==> src/rtl/kmeans_input_loader_pkg.sv <==
// Shared parameters, state encoding and header validation helpers for the
// k-means input loader.
package kmeans_pkg;

  localparam int DATA_W = 16;
  localparam int ADDR_W = 12;
  localparam int MAX_K  = 8;
  localparam int K_W    = 4;
  localparam int MAX_N  = 1 << ADDR_W;

  typedef enum logic [2:0] {
    IDLE      = 3'd0,
    GET_K     = 3'd1,
    LOAD      = 3'd2,
    START     = 3'd3,
    WAIT_DONE = 3'd4,
    DRAIN     = 3'd5
  } state_t;

  // N is judged on the full stream word so oversized counts cannot alias
  // onto a legal value after truncation.
  function automatic logic n_valid(input logic [DATA_W-1:0] n);
    return (n != '0) && (32'(n) <= 32'(MAX_N));
  endfunction

  function automatic logic k_valid(input logic [DATA_W-1:0] k,
                                   input logic [ADDR_W:0]   n);
    return (k != '0) && (32'(k) <= 32'(MAX_K)) && (32'(k) <= 32'(n));
  endfunction

endpackage

==> src/rtl/kmeans_input_loader_if.sv <==
// Stream, point-memory and core-handshake signals of the input loader.
interface kmeans_input_loader_if;
  import kmeans_pkg::*;

  logic              in_valid;
  logic [DATA_W-1:0] in_data;
  logic              mem_we;
  logic [ADDR_W-1:0] mem_addr;
  logic [DATA_W-1:0] mem_wdata;
  logic [ADDR_W:0]   cfg_n;
  logic [K_W-1:0]    cfg_k;
  logic              start;
  logic              core_done;
  logic              busy;
  logic              err;

  // slave: the loader itself; master: the stream source / core side
  modport slave (
    input  in_valid, in_data, core_done,
    output mem_we, mem_addr, mem_wdata, cfg_n, cfg_k, start, busy, err
  );

  modport master (
    output in_valid, in_data, core_done,
    input  mem_we, mem_addr, mem_wdata, cfg_n, cfg_k, start, busy, err
  );

endinterface

==> src/rtl/kmeans_input_loader.sv <==
// Parses the N/K header, writes N points to point memory and starts the
// clustering core; holds off the next frame until the core is done.
//
// state     | meaning
// ----------+-----------------------------------------------------------
// IDLE      | waiting for header word N
// GET_K     | expecting header word K
// LOAD      | writing point words to addresses 0..N-1
// START     | last write and start pulse visible, cfg valid
// WAIT_DONE | core running, stream ignored
// DRAIN     | bad header, discarding words until in_valid drops
module kmeans_input_loader
  import kmeans_pkg::*;
(
  input logic clk,
  input logic rst_n,
  kmeans_input_loader_if.slave bus
);

  state_t            state;
  logic [ADDR_W-1:0] index;
  logic [ADDR_W:0]   n_reg;
  logic [K_W-1:0]    k_reg;
  logic              mem_we_r;
  logic [ADDR_W-1:0] mem_addr_r;
  logic [DATA_W-1:0] mem_wdata_r;
  logic              start_r;
  logic              err_r;

  always_ff @(posedge clk) begin
    if (!rst_n) begin
      state       <= IDLE;
      index       <= '0;
      n_reg       <= '0;
      k_reg       <= '0;
      mem_we_r    <= 1'b0;
      mem_addr_r  <= '0;
      mem_wdata_r <= '0;
      start_r     <= 1'b0;
      err_r       <= 1'b0;
    end else begin
      mem_we_r <= 1'b0;
      start_r  <= 1'b0;
      case (state)
        IDLE: begin
          if (bus.in_valid) begin
            n_reg <= bus.in_data[ADDR_W:0];
            err_r <= 1'b0;
            if (n_valid(bus.in_data)) begin
              state <= GET_K;
            end else begin
              err_r <= 1'b1;
              state <= DRAIN;
            end
          end
        end
        GET_K: begin
          if (!bus.in_valid) begin
            err_r <= 1'b1;
            state <= IDLE;
          end else begin
            k_reg <= bus.in_data[K_W-1:0];
            index <= '0;
            if (k_valid(bus.in_data, n_reg)) begin
              state <= LOAD;
            end else begin
              err_r <= 1'b1;
              state <= DRAIN;
            end
          end
        end
        LOAD: begin
          if (bus.in_valid) begin
            mem_we_r    <= 1'b1;
            mem_addr_r  <= index;
            mem_wdata_r <= bus.in_data;
            // start is raised together with the last write so both appear in START
            if ({1'b0, index} == n_reg - 1'b1) begin
              start_r <= 1'b1;
              state   <= START;
            end else begin
              index <= index + 1'b1;
            end
          end else begin
            err_r <= 1'b1;
            state <= IDLE;
          end
        end
        START: begin
          state <= WAIT_DONE;
        end
        WAIT_DONE: begin
          if (bus.core_done) state <= IDLE;
        end
        DRAIN: begin
          if (!bus.in_valid) state <= IDLE;
        end
        default: begin
          state <= IDLE;
        end
      endcase
    end
  end

  assign bus.mem_we    = mem_we_r;
  assign bus.mem_addr  = mem_addr_r;
  assign bus.mem_wdata = mem_wdata_r;
  assign bus.cfg_n     = n_reg;
  assign bus.cfg_k     = k_reg;
  assign bus.start     = start_r;
  assign bus.err       = err_r;
  assign bus.busy      = (state != IDLE);

endmodule

==> src/flat_wrapper.sv <==
// flat-port wrapper written by rule: the top's interface ports become plain ports
module kmeans_input_loader_flat import kmeans_pkg::*;
  (clk, rst_n, bus_in_valid, bus_in_data, bus_core_done, bus_mem_we, bus_mem_addr, bus_mem_wdata, bus_cfg_n, bus_cfg_k, bus_start, bus_busy, bus_err);
  kmeans_input_loader_if bus_i ();
  input logic clk;
  input logic rst_n;
  input wire logic [$bits(bus_i.in_valid)-1:0] bus_in_valid;
  input wire logic [$bits(bus_i.in_data)-1:0] bus_in_data;
  input wire logic [$bits(bus_i.core_done)-1:0] bus_core_done;
  output wire logic [$bits(bus_i.mem_we)-1:0] bus_mem_we;
  output wire logic [$bits(bus_i.mem_addr)-1:0] bus_mem_addr;
  output wire logic [$bits(bus_i.mem_wdata)-1:0] bus_mem_wdata;
  output wire logic [$bits(bus_i.cfg_n)-1:0] bus_cfg_n;
  output wire logic [$bits(bus_i.cfg_k)-1:0] bus_cfg_k;
  output wire logic [$bits(bus_i.start)-1:0] bus_start;
  output wire logic [$bits(bus_i.busy)-1:0] bus_busy;
  output wire logic [$bits(bus_i.err)-1:0] bus_err;
  assign bus_i.in_valid = bus_in_valid;
  assign bus_i.in_data = bus_in_data;
  assign bus_i.core_done = bus_core_done;
  assign bus_mem_we = bus_i.mem_we;
  assign bus_mem_addr = bus_i.mem_addr;
  assign bus_mem_wdata = bus_i.mem_wdata;
  assign bus_cfg_n = bus_i.cfg_n;
  assign bus_cfg_k = bus_i.cfg_k;
  assign bus_start = bus_i.start;
  assign bus_busy = bus_i.busy;
  assign bus_err = bus_i.err;
  kmeans_input_loader u_core (.clk(clk), .rst_n(rst_n), .bus(bus_i));
endmodule
==> config.mk <==
export PLATFORM = sky130hd
export DESIGN_NAME = kmeans_input_loader_flat
export DESIGN_NICKNAME = d
export VERILOG_FILES = /design/src/rtl/kmeans_input_loader_pkg.sv /design/src/rtl/kmeans_input_loader_if.sv /design/src/rtl/kmeans_input_loader.sv /design/src/flat_wrapper.sv
export SDC_FILE = /design/constraint.sdc
export NUM_CORES = 1
export LEC_CHECK = 0
export CORE_ASPECT_RATIO = 1.4
export CORE_UTILIZATION = 35
export CTS_CLUSTER_DIAMETER = 150
export DETAILED_ROUTE_END_ITERATION = 16
export GPL_TIMING_DRIVEN = 0
export MAX_ROUTING_LAYER = met4
export PLACE_DENSITY = 0.63
export SYNTH_ARGS = -nofsm -noshare
export SYNTH_HDL_FRONTEND = slang
export SYNTH_SLANG_ARGS = --single-unit
==> constraint.sdc <==
create_clock -name clk -period 2.6 [get_ports clk]
set_clock_uncertainty 0.2 [all_clocks]
set_input_delay 0.26 -clock clk [delete_from_list [all_inputs] [get_ports clk]]
set_output_delay 0.26 -clock clk [all_outputs]
set_load 0.01 [all_outputs]
==> impl.org, run 1 <==
** Layout
- Number of nets in the layout :: 540
- Filler Cell Count :: 939
- Relative to the synthesized area, the layout overhead comes to 37.6%.
- Of the cells placed in the final design, the portion with a size suffix greater than 1 is 0.124.
- For this run, the number of standard cells in the final layout without fillers is 620.
- In the layout the commonest cells are nand2_1 (95), clkdlybuf4s50_1 (66), dfxtp_1 (53).
- The library cell used most frequently in the layout, excluding fill and tap cells, is nand2_1.
- Measured on the finished design, the core utilization comes to 0.494.
- Number of antenna diodes :: 0

** Timing
- Total setup violations reported at the end of the flow :: 0
- Setup repair after global routing missed its margin :: yes
- Slew HR :: 0.208
- Worst slew pin tran :: 1180 ps
- Count of final max-slew check failures :: 0
- The worst path in the final design needs a cycle of 2520 ps, including I/O delays and setup.
- Upper clock frequency limit :: 0.397 GHz
- In the finished design, the share of the clock period the worst path needs comes to 0.968.
- The final number of hold-violating endpoints came to 0.

** Synthesis
- FFs w/ async S/R, synth :: 0
- Avg Inst Size Synth :: 8.09 um^2
- Synth Net Count :: 455
- Synthesis inferred 63 register bits.
- Counting flops with a built-in enable in the synthesized netlist gives 0.
- Cell type with the largest total area after synthesis :: dfxtp_1
- In the synthesized netlist the dominant register cell turns out to be dfxtp_1.
- During synthesis, Yosys emitted a total of 0 warnings.
- Fraction of the yosys area taken by sequential cells :: 0.371
- Unique cell type count in the Yosys netlist :: 53
- Yosys top cell area share :: 0.371
- Synthesis handed over a netlist of 420 instances.
- Top cells by area in the synthesized netlist :: dfxtp_1 (37%), nand2_1 (10%), a21boi_0 (9.1%)
- Synthesized cell area :: 3400 um^2

** Pwr
- VDD sags by at most 0.000375 V.
- Dividing total power by cell area gives a power density of 599 nW/um^2.
- Total power for the finished layout comes to 2800 uW.
- Static power due to leakage :: 0.00167 uW

** Critical path
- Crit path arrival time :: 2560 ps
- STA puts the critical path data required time at 2650 ps.
- Worst setup EP type :: register
- The setup path with the least slack is of type reg -> reg.
- The worst setup path is launched from a register.
- Critical path peak fanout :: 7

** Status
- The flow ran to the end, and the final reports show no timing, DRC or antenna violations.

** Floorplanning
- In this run the standard cell core region covers 9460 um^2.
- The floorplan has 42 rows.
- For this configuration, the core starts out at a cell density of 0.359.
- Chip Width :: 85.3 um
- In this run the count of I/O pins placed on the die edge is 69.
- The die is 119 um tall.
- The die covers 10100 um^2.

** Detailed routing
- The detailed router placed 3229 vias in this run.
- Wire segments on met3 add up to 358 um in the final route.
- The first detailed-routing pass took 4 iterations.
- After detailed routing, the wire length on met1 is 3.90 mm.
- Routed length per instance :: 15.7 um
- Final Routed Wirelength :: 9.75 mm
- Summed over all nets, wire length on met2 after detailed routing comes to 5.19 mm.
- Highest routing layer actually used :: met4
- Detailed-route vias per instance :: 5.21
- In the routed design, unresolved DRC markers number 0.
- First DRT Iteration DRCs :: 159
- Post-route ant nets :: 0

** Place
- After detailed placement, the design holds a cell count of 597.
- The congestion estimate from routability-driven global placement came to 0.904.
- HPWL after detailed placement :: 7.20 mm
- The count of buffers added on input and output ports is 67.

** GRT
- The first global-routing pass estimated 15.4 mm of wire.
- Global route overflow :: 0
- The number of antenna violations at the first check in global routing was 0.
- Global-route usage over all layers :: 0.205
- Via count of the first global-routing pass :: 3143
- Pin count of the biggest net entering global routing :: 11

** Clock network
- Clock tree synthesis found a total of 63 sinks.
- Worst-skew pair later-pin latency :: 330 ps
- TritonCTS buffer count :: 9
- Hold-fix buffers at CTS :: 0
- The clock passes through at most 2 buffers.
- The clock tree synthesis step divided the H-tree into 3 levels.
- After clock tree synthesis, the clock-pin slew on the worst setup and hold paths is 50 ps.
- CTS tree :: done
- The root buffer cell chosen for the clock tree is clkbuf_16.

** Min path
- In this run the worst hold path is classified as in -> reg.

** Job
- Across the run, the number of max-cap violations was 0.
==> cell families after synthesis <==
group	share of synthesized area
muxes	0.0118
xor gates and xnor gates	0.0722
DFF	0.371
AOI/OAI and AO/OA	0.170
and+or+nand+nor	0.272
buffers and inverters	0.0475
adders and majority gates	0.0552
==> per-layer routing <==
metal  global-route usage  vias up
met5                    -        -
met4                0.110        0
met3               0.0461       19
met2                0.351       75
met1                0.218     1523
li1                     -     1612
==> state kept, by name (all words and copies together), names as in the netlist <==
signal                count
u_core.bus.mem_wdata     16
u_core.index             12
u_core.bus.mem_we         1
u_core.bus.start          1
u_core.bus.cfg_n         13
u_core.bus.err            1
u_core.bus.mem_addr      12
u_core.state              3
u_core.bus.cfg_k          4
==> what timing repair did <==
item,in CTS,in global routing
endpoints found under the setup margin,9,18
gates cloned,0,1
buffers inserted,1,5
resized for setup,4,34
pin swaps,1,12
==> final timing paths <==
path,end,from,slack (ps),cells after the start
setup reg to reg,u_core.index[11]$_SDFFE_PN0P_,u_core.bus.cfg_n[2]$_SDFFE_PN0P_,80,9
hold / removal,u_core.index[1]$_SDFFE_PN0P_,rst_n,60,3
setup / recovery,u_core.index[11]$_SDFFE_PN0P_,u_core.bus.cfg_n[2]$_SDFFE_PN0P_,80,9
hold reg to reg,u_core.bus.mem_addr[5]$_SDFFE_PN0P_,u_core.bus.mem_addr[5]$_SDFFE_PN0P_,260,2
==> power by group <==
part	internal (uW)	switching, uW
clock network	762	418
logic	273	298
registers	1000	50.3
total	2040	767
==> synthesized netlist by cell type (2+ instances only) <==
cell type	n
a211oi_1	2
a21boi_0	41
a21oi_1	10
and2_1	3
and3_1	5
clkbuf_1	16
dfxtp_1	63
ha_1	15
inv_1	17
mux2i_1	4
nand2_1	95
nand2b_1	3
nand3_1	13
nand4_1	8
nor2_1	15
nor2b_1	11
nor3_1	12
nor3_2	2
nor4_1	4
o21ai_0	12
o21ai_1	6
o31ai_1	2
or3_1	3
or3_2	2
or4_1	2
xnor2_1	10
xor2_1	18
==> per-stage QoR <==
step	setup slack, ps	cell area (um^2)	setup TNS (ps)	hold WS, ps
after floorplan	238	3400	0	197
after global placement	-340	4210	-1280	252
after detailed placement	-430	4210	-1690	258
after CTS	22.6	4510	0	44.9
after global routing	-38.3	4670	-39.7	57.7
final	84.2	4670	0	58.5
==> final cells by class <==
| cell class | instances | area, um^2 | share of cell area |
|---|---|---|---|
| inverters | 17 | 66.3 | 0.0142 |
| clock buffers | 12 | 246 | 0.0527 |
| clock inverters | 4 | 45.0 | 0.00964 |
| repair buffers | 74 | 723 | 0.155 |
| well taps | 110 | 138 | 0.0294 |
| flip-flops and latches | 63 | 1280 | 0.275 |
| multi-input cells | 320 | 2070 | 0.443 |
| plain buffers | 20 | 101 | 0.0217 |
==> critical path, stage by stage (launching register included) <==
cell,delay (ps)
dfxtp_4,380
nor4_4,320
buf_4,190
nand4_1,120
xnor2_1,230
nor3_2,80
nand3_2,130
a21boi_2,110
or4_1,510
a21oi_1,170
Note: power is estimated with default switching activity, not from simulation.
==> inputs of run 2 (changes only) <==
- CAP_MARGIN: default -> 20
- CORE_UTILIZATION: 35 -> 41
- CTS_BUF_LIST: default -> sky130_fd_sc_hd__clkbuf_2 sky130_fd_sc_hd__clkbuf_4 sky130_fd_sc_hd__clkbuf_8
- PLACE_DENSITY: 0.63 -> 0.71
==> run 2 against run 1 <==
Non-clock buffer count down 2. Largest cell class unchanged. Largest power group is now sequential cells. Critical path depth did not move. Sequential share of layout area up 1.1 points. Register-to-register slack is essentially flat. First-iteration DRC count increased by 28%. Highest routed layer unchanged. Global-route usage rose by 2.8 points.
==> impl.org, run 2 (synthesized netlist as in run 1, its figures left out) <==
** Timing
- Setup repair after global routing missed its margin :: yes
- Setup slack on the critical path of the routed design comes to 97.1 ps.
- Upper clock frequency limit :: 0.400 GHz
- Setup Total Neg Slack :: 0 ps
- Final hold vios :: 0
- The worst path needs 2500 ps of the cycle, external delays included.
- Measured against its own limit, the worst slew margin works out to 0.608.
- Count of final max-slew check failures :: 0
- Final Cycle Share :: 0.963
- Setup violations remaining at the end of the flow were counted as 0.
- Worst slew pin tran :: 584 ps

** Critical path
- The slowest stage of the critical path is the or4_1 cell.
- Type of element launching the critical path :: register
- The critical path goes through nor4_4 -> buf_4 -> nand4_1 -> xnor2_1 -> nor3_2 -> nand3_2 -> a21boi_4 -> or4_1 -> a21oi_1.
- Worst setup EP type :: register
- Max incr delay on CP :: 500 ps
- Crit path arrival time :: 2580 ps
- The critical path is of the reg -> reg type.
- Counting both buffers and inverters, the worst setup path holds a total of 1.
- Critical path peak fanout :: 7
- CP delay by family, top :: simple AND/OR/NAND/NOR gates
- Data on the critical path is required at its endpoint by 2680 ps.

** GRT
- Met2 routing resource usage after global routing :: 0.409
- The via count of the first global-routing pass came to 3151.
- GR Util met1 :: 0.250
- In the global route stage, overall resource usage came out at 0.234.
- Antenna violations before repair :: 0
- For met3 alone, demand over resource in global routing was 0.0274.
- In this run the most used layer during global routing was met2.
- Pin count of the biggest net entering global routing :: 11
- The first global-routing pass estimated 14.9 mm of wire.
- Global route overflow :: 0

** Detailed routing
- Dividing the detail-routed via count by the number of cells gives 5.21.
- In this run the remaining antenna-violating nets after routing total 0.
- Count of vias placed by the detailed router :: 3165
- The first detailed-routing pass took 4 iterations.
- After the first detailed-routing iteration, the DRC count stood at 203.
- For this block, the routed nets add up to 9.35 mm of wire.
- Dividing the detail-routed wire length by the instance count gives 15.4 um.
- Drt drc :: 0

** Floorplanning
- Number of top-level design ports :: 69
- Total die area :: 8660 um^2
- The initial utilization of the core area, before any placement, comes to 0.430.
- Row generation in the floorplan step produced 38 rows.
- Measured along the x axis, the die boundary spans 78.9 um.
- Core area :: 7890 um^2
- Floorplan die height :: 110 um

** Pwr
- Part of the total power dissipated in sequential elements :: 0.440
- Of the total power, the share spent switching nets is 0.301.
- Part of the total power dissipated in the clock network :: 0.331
- P_sw :: 718 uW
- Across the VDD grid, the largest voltage drop is 0.000412 V.
- Total Power Consumption :: 2380 uW
- Internal portion of total power :: 1660 uW
- For this design the static power due to leakage is 0.00159 uW.
- Power spread over the standard cell area amounts to 529 nW/um^2.
- The share of total power dissipated in combinational logic is 0.229.

** Job
- Number of max-capacitance violations reported :: 0

** Clock network
- Htree depth :: 3
- In this run the deepest clock path goes through 2 buffers.
- TritonCTS built the clock tree.
- After clock tree synthesis, the clock-pin slew on the worst setup and hold paths is 70 ps.
- Worst-skew pair later-pin latency :: 350 ps
- Clock tree synthesis found a total of 63 sinks.
- In this run, CTS created clock tree buffers numbering 9.
- In this run, post-CTS hold repair placed 0 buffers.
- Root buf cell :: clkbuf_8

** Layout
- The library cell used most frequently in the layout, excluding fill and tap cells, is nand2_1.
- Max FFs per register :: 16
- Number of nets in the layout :: 538
- Number of antenna diodes :: 0
- Highest-count cells in the layout ignoring fill and taps :: nand2_1 (95), clkdlybuf4s50_1 (67), dfxtp_1 (54)
- The area growth from synthesis to layout is 32.5%.
- Fraction of layout instances using a drive strength above 1 :: 0.112
- Filler Cell Count :: 765

** Place
- Port buffering added 67 buffers.
- HPWL after detailed placement :: 6.88 mm
- Post-Place Worst Slack :: -400 ps
- Final GP Congestion :: 0.953

** Status
- The run finished with clean final reports.

** Min path
- Worst min path class :: in -> reg
-- run 2: changes by cell type in the layout (fill, tap and decap cells not counted), moves of 2 or more --
cell | before | now
buf_4 | 7 | 4
clkbuf_16 | 9 | 0
clkbuf_8 | 2 | 12
dfxtp_2 | 6 | 4
-- run 2: final cells by class --
cell class	count	area, um^2	area share
multi-input cells	320	2050	0.455
flip-flops and latches	63	1280	0.285
repair buffers	72	703	0.156
clock buffers	12	159	0.0353
well taps	100	125	0.0278
plain buffers	20	100	0.0222
inverters	17	63.8	0.0142
clock inverters	3	18.8	0.00417
-- run 2: power by group through the flow --
stage               combinational, uW  clock [uW]  sequential (uW)
finish                            546         787             1050
CTS                               513         804             1040
global placement                  491           0             1060
floorplan                         320           0             1060
global route                      603         835             1050
detailed placement                503           0             1070
-- run 2: final timing paths --
path | startpoint | end | slack, ps | cells after the start
max | u_core.bus.cfg_n[3]$_SDFFE_PN0P_ | u_core.index[11]$_SDFFE_PN0P_ | 100 | 9
min | rst_n | u_core.bus.mem_we$_SDFF_PN0_ | 50 | 2
max reg2reg | u_core.bus.cfg_n[3]$_SDFFE_PN0P_ | u_core.index[11]$_SDFFE_PN0P_ | 100 | 9
min reg2reg | u_core.bus.mem_addr[4]$_SDFFE_PN0P_ | u_core.bus.mem_addr[4]$_SDFFE_PN0P_ | 260 | 2
-- run 2: timing repair --
item / CTS / global route
setup buffers: 1 / 2
gates resized for setup: 5 / 24
gates cloned: 0 / 1
pin swaps: 1 / 6
setup endpoints to repair: 15 / 29
-- run 2: routing by layer --
metal / share of wire / up-vias
met2: 0.51 / 81
li1: - / 1598
met1: 0.42 / 1465
met5: 0 / -
met4: 0.034 / 0
met3: 0.043 / 21
-- run 2: worst register-to-register path, cell delays in order (launching register included) --
cell	delay (ps)
dfxtp_4	390
nor4_4	320
buf_4	190
nand4_1	120
xnor2_1	220
nor3_2	80
nand3_2	150
a21boi_4	110
or4_1	500
a21oi_1	150
-- run 2: stage by stage --
stage	area, um^2	hold slack (ps)	cells	util
after CTS	4390	33.3	603	0.556
after global routing	4500	69.1	607	0.570
after floorplan	3400	197	420	-
after global placement	4190	251	587	0.531
final	4500	51.0	607	0.570
after detailed placement	4190	257	587	0.531
